File: src/rtl/updown_count_ctrl_if.sv
// Command handshake bundle between the control logic and the up/down counter sequencer.
interface updown_count_ctrl_if #(
  parameter int W  = 3,
  parameter int SW = 4
) ();
  logic          cmd_valid;
  logic          cmd_ready;
  logic [1:0]    cmd_mode;
  logic [W-1:0]  cmd_lo;
  logic [W-1:0]  cmd_hi;
  logic [SW-1:0] cmd_sweeps;

  modport master (
    output cmd_valid, cmd_mode, cmd_lo, cmd_hi, cmd_sweeps,
    input  cmd_ready
  );

  modport slave (
    input  cmd_valid, cmd_mode, cmd_lo, cmd_hi, cmd_sweeps,
    output cmd_ready
  );
endinterface

File: src/rtl/updown_count_ctrl.sv
// Command sequencer for an external W-bit up/down counter: clears it, then steers
// direction and enable until the end value, optionally sweeping lo<->hi several times.
module updown_count_ctrl_checker #(
  parameter int SW = 4
) (
  input logic          clk,
  input logic          clr,
  input logic          cnt_en,
  input logic          cnt_clr,
  input logic          busy,
  input logic          done,
  input logic          err
);
  a_pulse_excl : assert property (@(posedge clk) disable iff (clr) !(done && err));
  a_en_busy    : assert property (@(posedge clk) disable iff (clr) cnt_en |-> busy);
  a_clr_no_en  : assert property (@(posedge clk) disable iff (clr) cnt_clr |-> !cnt_en);
endmodule

module updown_count_ctrl #(
  parameter int W  = 3,
  parameter int SW = 4
) (
  input  logic          clk,
  input  logic          clr,
  updown_count_ctrl_if.slave cmd,
  input  logic          abort,
  input  logic [W-1:0]  cnt_q,
  output logic          cnt_m,
  output logic          cnt_en,
  output logic          cnt_clr,
  output logic          busy,
  output logic          done,
  output logic          err,
  output logic [SW-1:0] sweep_cnt
);

  typedef enum logic [1:0] {
    ST_IDLE = 2'd0,
    ST_CLR  = 2'd1,
    ST_RUN  = 2'd2,
    ST_DONE = 2'd3
  } state_t;

  localparam logic [1:0] MODE_UP   = 2'b00;
  localparam logic [1:0] MODE_DOWN = 2'b01;
  localparam logic [1:0] MODE_PP   = 2'b10;
  localparam logic [1:0] MODE_RSV  = 2'b11;

  state_t        state_r;
  state_t        state_nxt_s;
  logic [1:0]    mode_r;
  logic [W-1:0]  lo_r;
  logic [W-1:0]  hi_r;
  logic [SW-1:0] sweeps_r;
  logic [SW-1:0] sweep_cnt_r;
  logic          dir_r;
  logic          busy_r;
  logic          cnt_clr_r;
  logic          done_r;
  logic          err_r;

  logic          accept_s;
  logic          reject_s;
  logic          hit_s;
  logic          leg_step_s;
  logic          toggle_s;
  logic [W-1:0]  target_s;
  logic [SW-1:0] sweep_inc_s;

  // Ping-pong needs a non-empty range and at least one leg; mode 11 is never legal.
  function automatic logic cmd_illegal(
    input logic [1:0]    mode,
    input logic [W-1:0]  lo,
    input logic [W-1:0]  hi,
    input logic [SW-1:0] sweeps
  );
    logic bad;
    case (mode)
      MODE_RSV: bad = 1'b1;
      MODE_PP:  bad = (lo >= hi) || (sweeps == {SW{1'b0}});
      default:  bad = 1'b0;
    endcase
    return bad;
  endfunction

  assign target_s    = dir_r ? lo_r : hi_r;
  assign hit_s       = (cnt_q == target_s);
  assign sweep_inc_s = sweep_cnt_r + SW'(1);

  // Next-state and handshake decode.
  always_comb begin
    state_nxt_s = state_r;
    accept_s    = 1'b0;
    reject_s    = 1'b0;
    leg_step_s  = 1'b0;
    toggle_s    = 1'b0;
    case (state_r)
      ST_IDLE: begin
        if (cmd.cmd_valid && !abort) begin
          accept_s = 1'b1;
          if (cmd_illegal(cmd.cmd_mode, cmd.cmd_lo, cmd.cmd_hi, cmd.cmd_sweeps)) begin
            reject_s    = 1'b1;
            state_nxt_s = ST_IDLE;
          end else begin
            state_nxt_s = ST_CLR;
          end
        end else begin
          state_nxt_s = ST_IDLE;
        end
      end
      ST_CLR: begin
        if (abort) begin
          state_nxt_s = ST_IDLE;
        end else begin
          state_nxt_s = ST_RUN;
        end
      end
      ST_RUN: begin
        if (abort) begin
          state_nxt_s = ST_IDLE;
        end else if (hit_s) begin
          if (mode_r == MODE_PP) begin
            leg_step_s = 1'b1;
            if (sweep_inc_s == sweeps_r) begin
              state_nxt_s = ST_DONE;
            end else begin
              toggle_s    = 1'b1;
              state_nxt_s = ST_RUN;
            end
          end else begin
            state_nxt_s = ST_DONE;
          end
        end else begin
          state_nxt_s = ST_RUN;
        end
      end
      ST_DONE: state_nxt_s = ST_IDLE;
      default: state_nxt_s = ST_IDLE;
    endcase
  end

  // State, latched command, direction, leg counter and registered status outputs.
  always_ff @(posedge clk) begin
    if (clr) begin
      state_r     <= ST_IDLE;
      mode_r      <= 2'b00;
      lo_r        <= {W{1'b0}};
      hi_r        <= {W{1'b0}};
      sweeps_r    <= {SW{1'b0}};
      sweep_cnt_r <= {SW{1'b0}};
      dir_r       <= 1'b0;
      busy_r      <= 1'b0;
      cnt_clr_r   <= 1'b0;
      done_r      <= 1'b0;
      err_r       <= 1'b0;
    end else begin
      state_r   <= state_nxt_s;
      busy_r    <= (state_nxt_s == ST_CLR) || (state_nxt_s == ST_RUN);
      cnt_clr_r <= (state_nxt_s == ST_CLR);
      done_r    <= (state_nxt_s == ST_DONE);
      err_r     <= reject_s;
      if (accept_s) begin
        mode_r   <= cmd.cmd_mode;
        lo_r     <= cmd.cmd_lo;
        hi_r     <= cmd.cmd_hi;
        sweeps_r <= cmd.cmd_sweeps;
      end
      if (state_r == ST_CLR) begin
        sweep_cnt_r <= {SW{1'b0}};
        dir_r       <= (mode_r == MODE_DOWN);
      end else begin
        if (leg_step_s) begin
          sweep_cnt_r <= sweep_inc_s;
        end
        if (toggle_s) begin
          dir_r <= ~dir_r;
        end
      end
    end
  end

  // Enable must drop in the very cycle abort or clr appears, so it stays combinational.
  assign cnt_en        = (state_r == ST_RUN) && !hit_s && !abort && !clr;
  assign cmd.cmd_ready = (state_r == ST_IDLE) && !abort;
  assign cnt_m         = dir_r;
  assign cnt_clr       = cnt_clr_r;
  assign busy          = busy_r;
  assign done          = done_r;
  assign err           = err_r;
  assign sweep_cnt     = sweep_cnt_r;

  updown_count_ctrl_checker #(.SW(SW)) u_chk (
    .clk     (clk),
    .clr     (clr),
    .cnt_en  (cnt_en),
    .cnt_clr (cnt_clr),
    .busy    (busy),
    .done    (done),
    .err     (err)
  );

endmodule

File: src/flat_wrapper.sv
// flat-port wrapper written by rule: the top's interface ports become plain ports
module updown_count_ctrl_flat 
#(
  parameter int W  = 3,
  parameter int SW = 4
)
  (clk, clr, abort, cnt_q, cnt_m, cnt_en, cnt_clr, busy, done, err, sweep_cnt, cmd_cmd_valid, cmd_cmd_mode, cmd_cmd_lo, cmd_cmd_hi, cmd_cmd_sweeps, cmd_cmd_ready);
  updown_count_ctrl_if #(.W(W), .SW(SW)) cmd_i ();
  input  logic clk;
  input  logic clr;
  input  logic abort;
  input  logic [W-1:0] cnt_q;
  output logic cnt_m;
  output logic cnt_en;
  output logic cnt_clr;
  output logic busy;
  output logic done;
  output logic err;
  output logic [SW-1:0] sweep_cnt;
  input wire logic [$bits(cmd_i.cmd_valid)-1:0] cmd_cmd_valid;
  input wire logic [$bits(cmd_i.cmd_mode)-1:0] cmd_cmd_mode;
  input wire logic [$bits(cmd_i.cmd_lo)-1:0] cmd_cmd_lo;
  input wire logic [$bits(cmd_i.cmd_hi)-1:0] cmd_cmd_hi;
  input wire logic [$bits(cmd_i.cmd_sweeps)-1:0] cmd_cmd_sweeps;
  output wire logic [$bits(cmd_i.cmd_ready)-1:0] cmd_cmd_ready;
  assign cmd_i.cmd_valid = cmd_cmd_valid;
  assign cmd_i.cmd_mode = cmd_cmd_mode;
  assign cmd_i.cmd_lo = cmd_cmd_lo;
  assign cmd_i.cmd_hi = cmd_cmd_hi;
  assign cmd_i.cmd_sweeps = cmd_cmd_sweeps;
  assign cmd_cmd_ready = cmd_i.cmd_ready;
  updown_count_ctrl #(.W(W), .SW(SW)) u_core (.clk(clk), .clr(clr), .cmd(cmd_i), .abort(abort), .cnt_q(cnt_q), .cnt_m(cnt_m), .cnt_en(cnt_en), .cnt_clr(cnt_clr), .busy(busy), .done(done), .err(err), .sweep_cnt(sweep_cnt));
endmodule
File: config.mk
export PLATFORM = sky130hd
export DESIGN_NAME = updown_count_ctrl_flat
export DESIGN_NICKNAME = d
export VERILOG_FILES = /design/src/rtl/updown_count_ctrl_if.sv /design/src/rtl/updown_count_ctrl.sv /design/src/flat_wrapper.sv
export SDC_FILE = /design/constraint.sdc
export NUM_CORES = 1
export LEC_CHECK = 0
export CORE_AREA = 3 3 47 66
export CTS_CLUSTER_SIZE = 8
export DETAILED_ROUTE_END_ITERATION = 16
export DIE_AREA = 0 0 50 69
export GPL_TIMING_DRIVEN = 0
export PLACE_DENSITY = 0.69
export SLEW_MARGIN = 30
export SYNTH_ARGS = -nofsm -noshare
export SYNTH_HDL_FRONTEND = slang
export SYNTH_SLANG_ARGS = --single-unit
File: constraint.sdc
create_clock -name clk -period 2.6 [get_ports clk]
set_clock_uncertainty 0.05 [all_clocks]
set_input_delay 0.52 -clock clk [delete_from_list [all_inputs] [get_ports clk]]
set_output_delay 0.52 -clock clk [all_outputs]
set_load 0.02 [all_outputs]
* Word-level counts from Yosys, hierarchy flattened
Cells that the tools add are included.
W data, S select, Z words.
** Word-level totals
- Bits in registers :: 23
- Output and inout bits :: 11
** Operators by class
- Bitwise logic cells :: 3
- $lt $le $gt $ge :: 1
- Multiplexer cells :: 26
- Equal/unequal tests :: 12
- Add/subtract/negate cells :: 1
- Reduce and logical (&&, ||, !) cells :: 15
** Operator list (count)
- $mux W1 :: 21
- $eq A2 B2 Y1 const B :: 7
- $pmux W2 S4 :: 1
- $eq A2 B1 Y1 const B :: 3
- $logic_and A1 B1 Y1 :: 5
- $add A4 B1 Y4 const B :: 1
- $eq A4 B4 Y1 :: 1
- $logic_not A4 Y1 :: 1
- $mux W2 :: 2
- $eq A3 B3 Y1 :: 1
- $ge A3 B3 Y1 :: 1
- $logic_not A1 Y1 :: 3
- $mux W3 :: 1
- $not A1 Y1 :: 3
- $reduce_or A3 Y1 :: 1
- $logic_not A2 Y1 :: 1
- $logic_or A1 B1 Y1 :: 2
- $pmux W1 S2 :: 1
- $reduce_bool A2 Y1 :: 1
- $reduce_or A2 Y1 :: 1

* Depth between registers and ports, before layout
- Word-level depth :: 10
- Gate-level depth with buffers :: 9
- Gate-level depth less buffers :: 9

* Least setup slack after synthesis
No wires, ideal clock.
- Path type :: register to register
- From :: register u_core.sweep_cnt_r[0], in the netlist u_core.sweep_cnt[0]
- To :: register u_core.busy_r, in the netlist u_core.busy
- Cell stages (with the launch flop) :: 9
- Arrival time :: 2.047 ns
- Setup time :: 0.128 ns
- Required time :: 2.422 ns
- Path slack :: 0.376 ns
- Cell sequence :: dfxtp_1 -> ha_1 -> xor2_1 -> xnor2_1 -> and4_2 -> or3_1 -> a32o_1 -> ha_1 -> nor2_1
** Between the ends
- Cells in the longest elaborated chain, start to end :: 9
** RTL lines
- start: declaration :: RTL line updown_count_ctrl.sv:55 : logic [SW-1:0] sweep_cnt_r;
- start signal: assignment :: RTL line updown_count_ctrl.sv:150 : sweep_cnt_r <= {SW{1'b0}};
- start signal: assignment :: RTL line updown_count_ctrl.sv:169 : sweep_cnt_r <= {SW{1'b0}};
- start signal: assignment :: RTL line updown_count_ctrl.sv:173 : sweep_cnt_r <= sweep_inc_s;
- $add A4 B1 Y4 * :: RTL line updown_count_ctrl.sv:88 : assign sweep_inc_s = sweep_cnt_r + SW'(1);
- $eq A4 B4 Y1 * :: RTL line updown_count_ctrl.sv:124 : if (sweep_inc_s == sweeps_r) begin
- $mux W1 * :: RTL line updown_count_ctrl.sv:124
- $mux W1 * :: RTL line updown_count_ctrl.sv:122 : if (mode_r == MODE_PP) begin
- $mux W1 * :: RTL line updown_count_ctrl.sv:121 : end else if (hit_s) begin
- $mux W2 * :: RTL line updown_count_ctrl.sv:119 : if (abort) begin
- $pmux W2 S4 * :: RTL line updown_count_ctrl.sv:97 : case (state_r)
- $eq A2 B1 Y1 / $eq A2 B2 Y1 (equally long branches) :: RTL line updown_count_ctrl.sv:158 : busy_r <= (state_nxt_s == ST_CLR) || (state_nxt_s == ST_RUN);
- $logic_or A1 B1 Y1 * :: RTL line updown_count_ctrl.sv:158
- end signal: assignment :: RTL line updown_count_ctrl.sv:158
- end: declaration :: RTL line updown_count_ctrl.sv:57 : logic busy_r;
Every way passes the cells marked *; elsewhere a longest branch is shown, timed or not.
A chain may end at the register's enable or synchronous reset.

* Worst setup path after layout
- From :: input abort
- To :: output cmd_cmd_ready
** Between the ends
- Cells in the longest elaborated chain, start to end :: 2
** RTL lines
- start: declaration :: RTL line flat_wrapper.sv:11 : input logic abort;
- $logic_not A1 Y1 :: RTL line updown_count_ctrl.sv:184 : assign cmd.cmd_ready = (state_r == ST_IDLE) && !abort;
- $logic_and A1 B1 Y1 :: RTL line updown_count_ctrl.sv:184
- end: declaration :: RTL line flat_wrapper.sv:25 : output wire logic [$bits(cmd_i.cmd_ready)-1:0] cmd_cmd_ready;
No other way between the ends.

==> metrics.txt <==
prevailing post-synth register cell=dfxtp_1; Crit path arrival time=1.92 ns; number of synthesized flops with an enable pin=0; Cell Area, Synth=0.00112 mm^2; Top Ports=30; r2r worst-path depth=8; largest net degree at the start of global routing=13; dpl ws=-0.300 ns; Worst Path Required=2.03 ns; Std-Cell Rows=22; CP top delay family=buffers and inverters; cts hold-fix bufs=0; Core Util, Final=0.573; Buf/Inv on CP=2; min-delay worst type=flop to flop; Slew Limit Fails=0; total number of vias=1014; crit path capture type=output port; LEAKAGE=0.564 nW; r2r setup slk=0.35 ns; top post-synthesis cells by area=dfxtp_1 41%, nand2_1 9.0%, a21oi_1 7.6%; CP most frequent cell=clkdlybuf4s50_1; Yosys top cell by area=dfxtp_1; drt wl/cell=11.4 um; Mean Syn Cell Area=8.46 um^2; worst slew margin relative to its limit=0.685; reg2reg end=u_core.busy; clk_lat worst skew=0.30 ns; Root Buffer=clkbuf_4; H-tree depth=1; GPL Wtd Cong=0.774; First-pass DRT Iterations=4; CP Depth=3; Synth cell types=28; Critical Path Fanout Max=4; DR iter-0 viols=22; share of layout cells above drive strength 1=0.0783; count leader, synth=nand2_1; fraction of registers with async set/reset=0; initial core utilization=0.430; CP max stage delay=0.64 ns; area grow syn2layout=33.3%; via-per-instance ratio=5.02; dpl hpwl=1840 um; Nets=192; Ys Warns=0; critical path class=primary input to output port; Max Cap Viol=0; Startpoint Class=primary input; Reg2Reg Launch Point=u_core.sweep_cnt[0]; CTS sink cnt=23; CTS buffer count=3; DRT antenna net count=0; worst slew pin tran=0.473 ns; post-CTS sizing=2; Ant. Diodes=0; TritonCTS clock tree=built; Die Ht=69 um; multi-input logic area=639 um^2; Die Wd=50 um; status=complete, no violations; pwr/cell area=431 mW/mm^2; Post-CTS Setup Inserts=0; first-pass GRT wire length=3910 um; Sequential Area=462 um^2; register bit total from synthesis=23; crit path capture=cmd_cmd_ready; fin crit share=0.957; hold violation count in the final report=0; Cells on Worst Hold Path=2; grt total ovfl=0; number of setup violations in the final report=0; RSZ-0062 raised after global routing=no; maximum vdd drop=237 uV; area share of the largest cell type after synthesis=0.409; register area share after synthesis=0.409; die area=0.00345 mm^2; final WL=2300 um; CTS clk-pin slew, worst paths=0.12 ns; fmax=402 MHz; Port Buf Inserts=29; Crit. Startpoint=abort; Critical Path, Cell by Cell=clkdlybuf4s50_1 -> nor3_2 -> clkdlybuf4s50_1; Fillers=254; cells after synthesis=133; top cells by count, synth=27 x nand2_1, 23 x dfxtp_1, 17 x a21oi_1; fin worst setup slack=0.111 ns; core footprint=0.00262 mm^2; All-Layer GR Usage=0.139; critical path's slowest cell=clkdlybuf4s50_1; post-layout minimum cycle time=2.49 ns; antenna violations before repair=0; Residual DRC=0; vias in the first global route=951; Clock Path Buffers=2; syn_nets=158
-- state kept, by name (all words and copies together), names as in the netlist --
| register | count |
|---|---|
| u_core.cnt_clr | 1 |
| u_core.sweeps_r | 4 |
| u_core.state_r | 2 |
| u_core.cnt_m | 1 |
| u_core.sweep_cnt | 4 |
| u_core.done | 1 |
| u_core.busy | 1 |
| u_core.lo_r | 3 |
| u_core.mode_r | 2 |
| u_core.err | 1 |
| u_core.hi_r | 3 |
-- power breakdown --
group | internal [mW] | switching [mW] | total (mW)
Sequential | 0.365 | 0.00834 | 0.373
Clock | 0.0597 | 0.104 | 0.164
Combinational | 0.0563 | 0.0525 | 0.109
Total | 0.481 | 0.165 | 0.646
-- cell families after synthesis --
group / count (synthesis) / synth area share
adders and majority gates: 6 / 0.0667
xor gates and xnor gates: 10 / 0.0779
buffers and inverters: 10 / 0.0334
and+or+nand+nor: 56 / 0.257
AOI/OAI and AO/OA: 25 / 0.129
DFF: 23 / 0.409
muxes: 3 / 0.0267
-- tightest hold or removal path, delay by kind of cell, from the launching register on --
family             cells  cell delay, ns
AOI/OAI and AO/OA      1            0.05
DFF                    1            0.33
and+or+nand+nor        1            0.05
-- metal layers --
metal  wire [um]  up-vias  GRT usage
met2        1180       29      0.260
met5           0        -          0
met1         988      466      0.157
li1            -      517          -
met4          19        0     0.0462
met3         105        2     0.0130
-- cell usage in the layout, fill, tap and decap left out, types with 2 or more instances in the layout --
cell type        Yosys  routed
clkdlybuf4s50_1      0      28
nand2_1             27      27
dfxtp_1             23      22
a21oi_1             17      17
inv_1                6       6
xor2_1               6       6
nor2_1               6       6
ha_1                 6       6
clkbuf_1             4       5
xnor2_1              4       4
nand2b_1             3       3
mux2i_1              3       3
nor2b_1              3       3
o21ai_0              3       3
clkbuf_4             0       3
nor3b_2              2       2
nand3_1              2       2
or3_1                2       2
a32o_1               2       2
nor3_1               3       2
or3_2                2       2
-- stage by stage --
step / hold WS [ns] / setup TNS (ns) / instance area (um^2) / total power [mW] / instances
floorplan: 0.386 / 0 / 1120 / 0.435 / 133
global placement: 0.393 / -0.987 / 1460 / 0.486 / 198
detailed placement: 0.398 / -0.948 / 1460 / 0.488 / 198
CTS: 0.415 / 0 / 1490 / 0.645 / 202
global route: 0.440 / 0 / 1500 / 0.674 / 202
finish: 0.416 / 0 / 1500 / 0.646 / 202
-- final cells by class --
cell class,count,share of cell area
clock buffers,4,0.0175
well taps,36,0.0301
flip-flops and latches,23,0.308
multi-input cells,100,0.427
inverters,6,0.0150
plain buffers,4,0.0100
repair buffers,29,0.193
-- worst min-delay path by stage --
stage / from / end / slack, ns
after floorplan: u_core.hi_r[0] / u_core.hi_r[0] / 0.39
after global placement: u_core.hi_r[2] / u_core.hi_r[2] / 0.39
after detailed placement: u_core.hi_r[0] / u_core.hi_r[0] / 0.40
after global routing: u_core.hi_r[0] / u_core.hi_r[0] / 0.44
after CTS: u_core.hi_r[0] / u_core.hi_r[0] / 0.42
final: u_core.hi_r[0] / u_core.hi_r[0] / 0.42
Power figures use the tool's default switching activity.
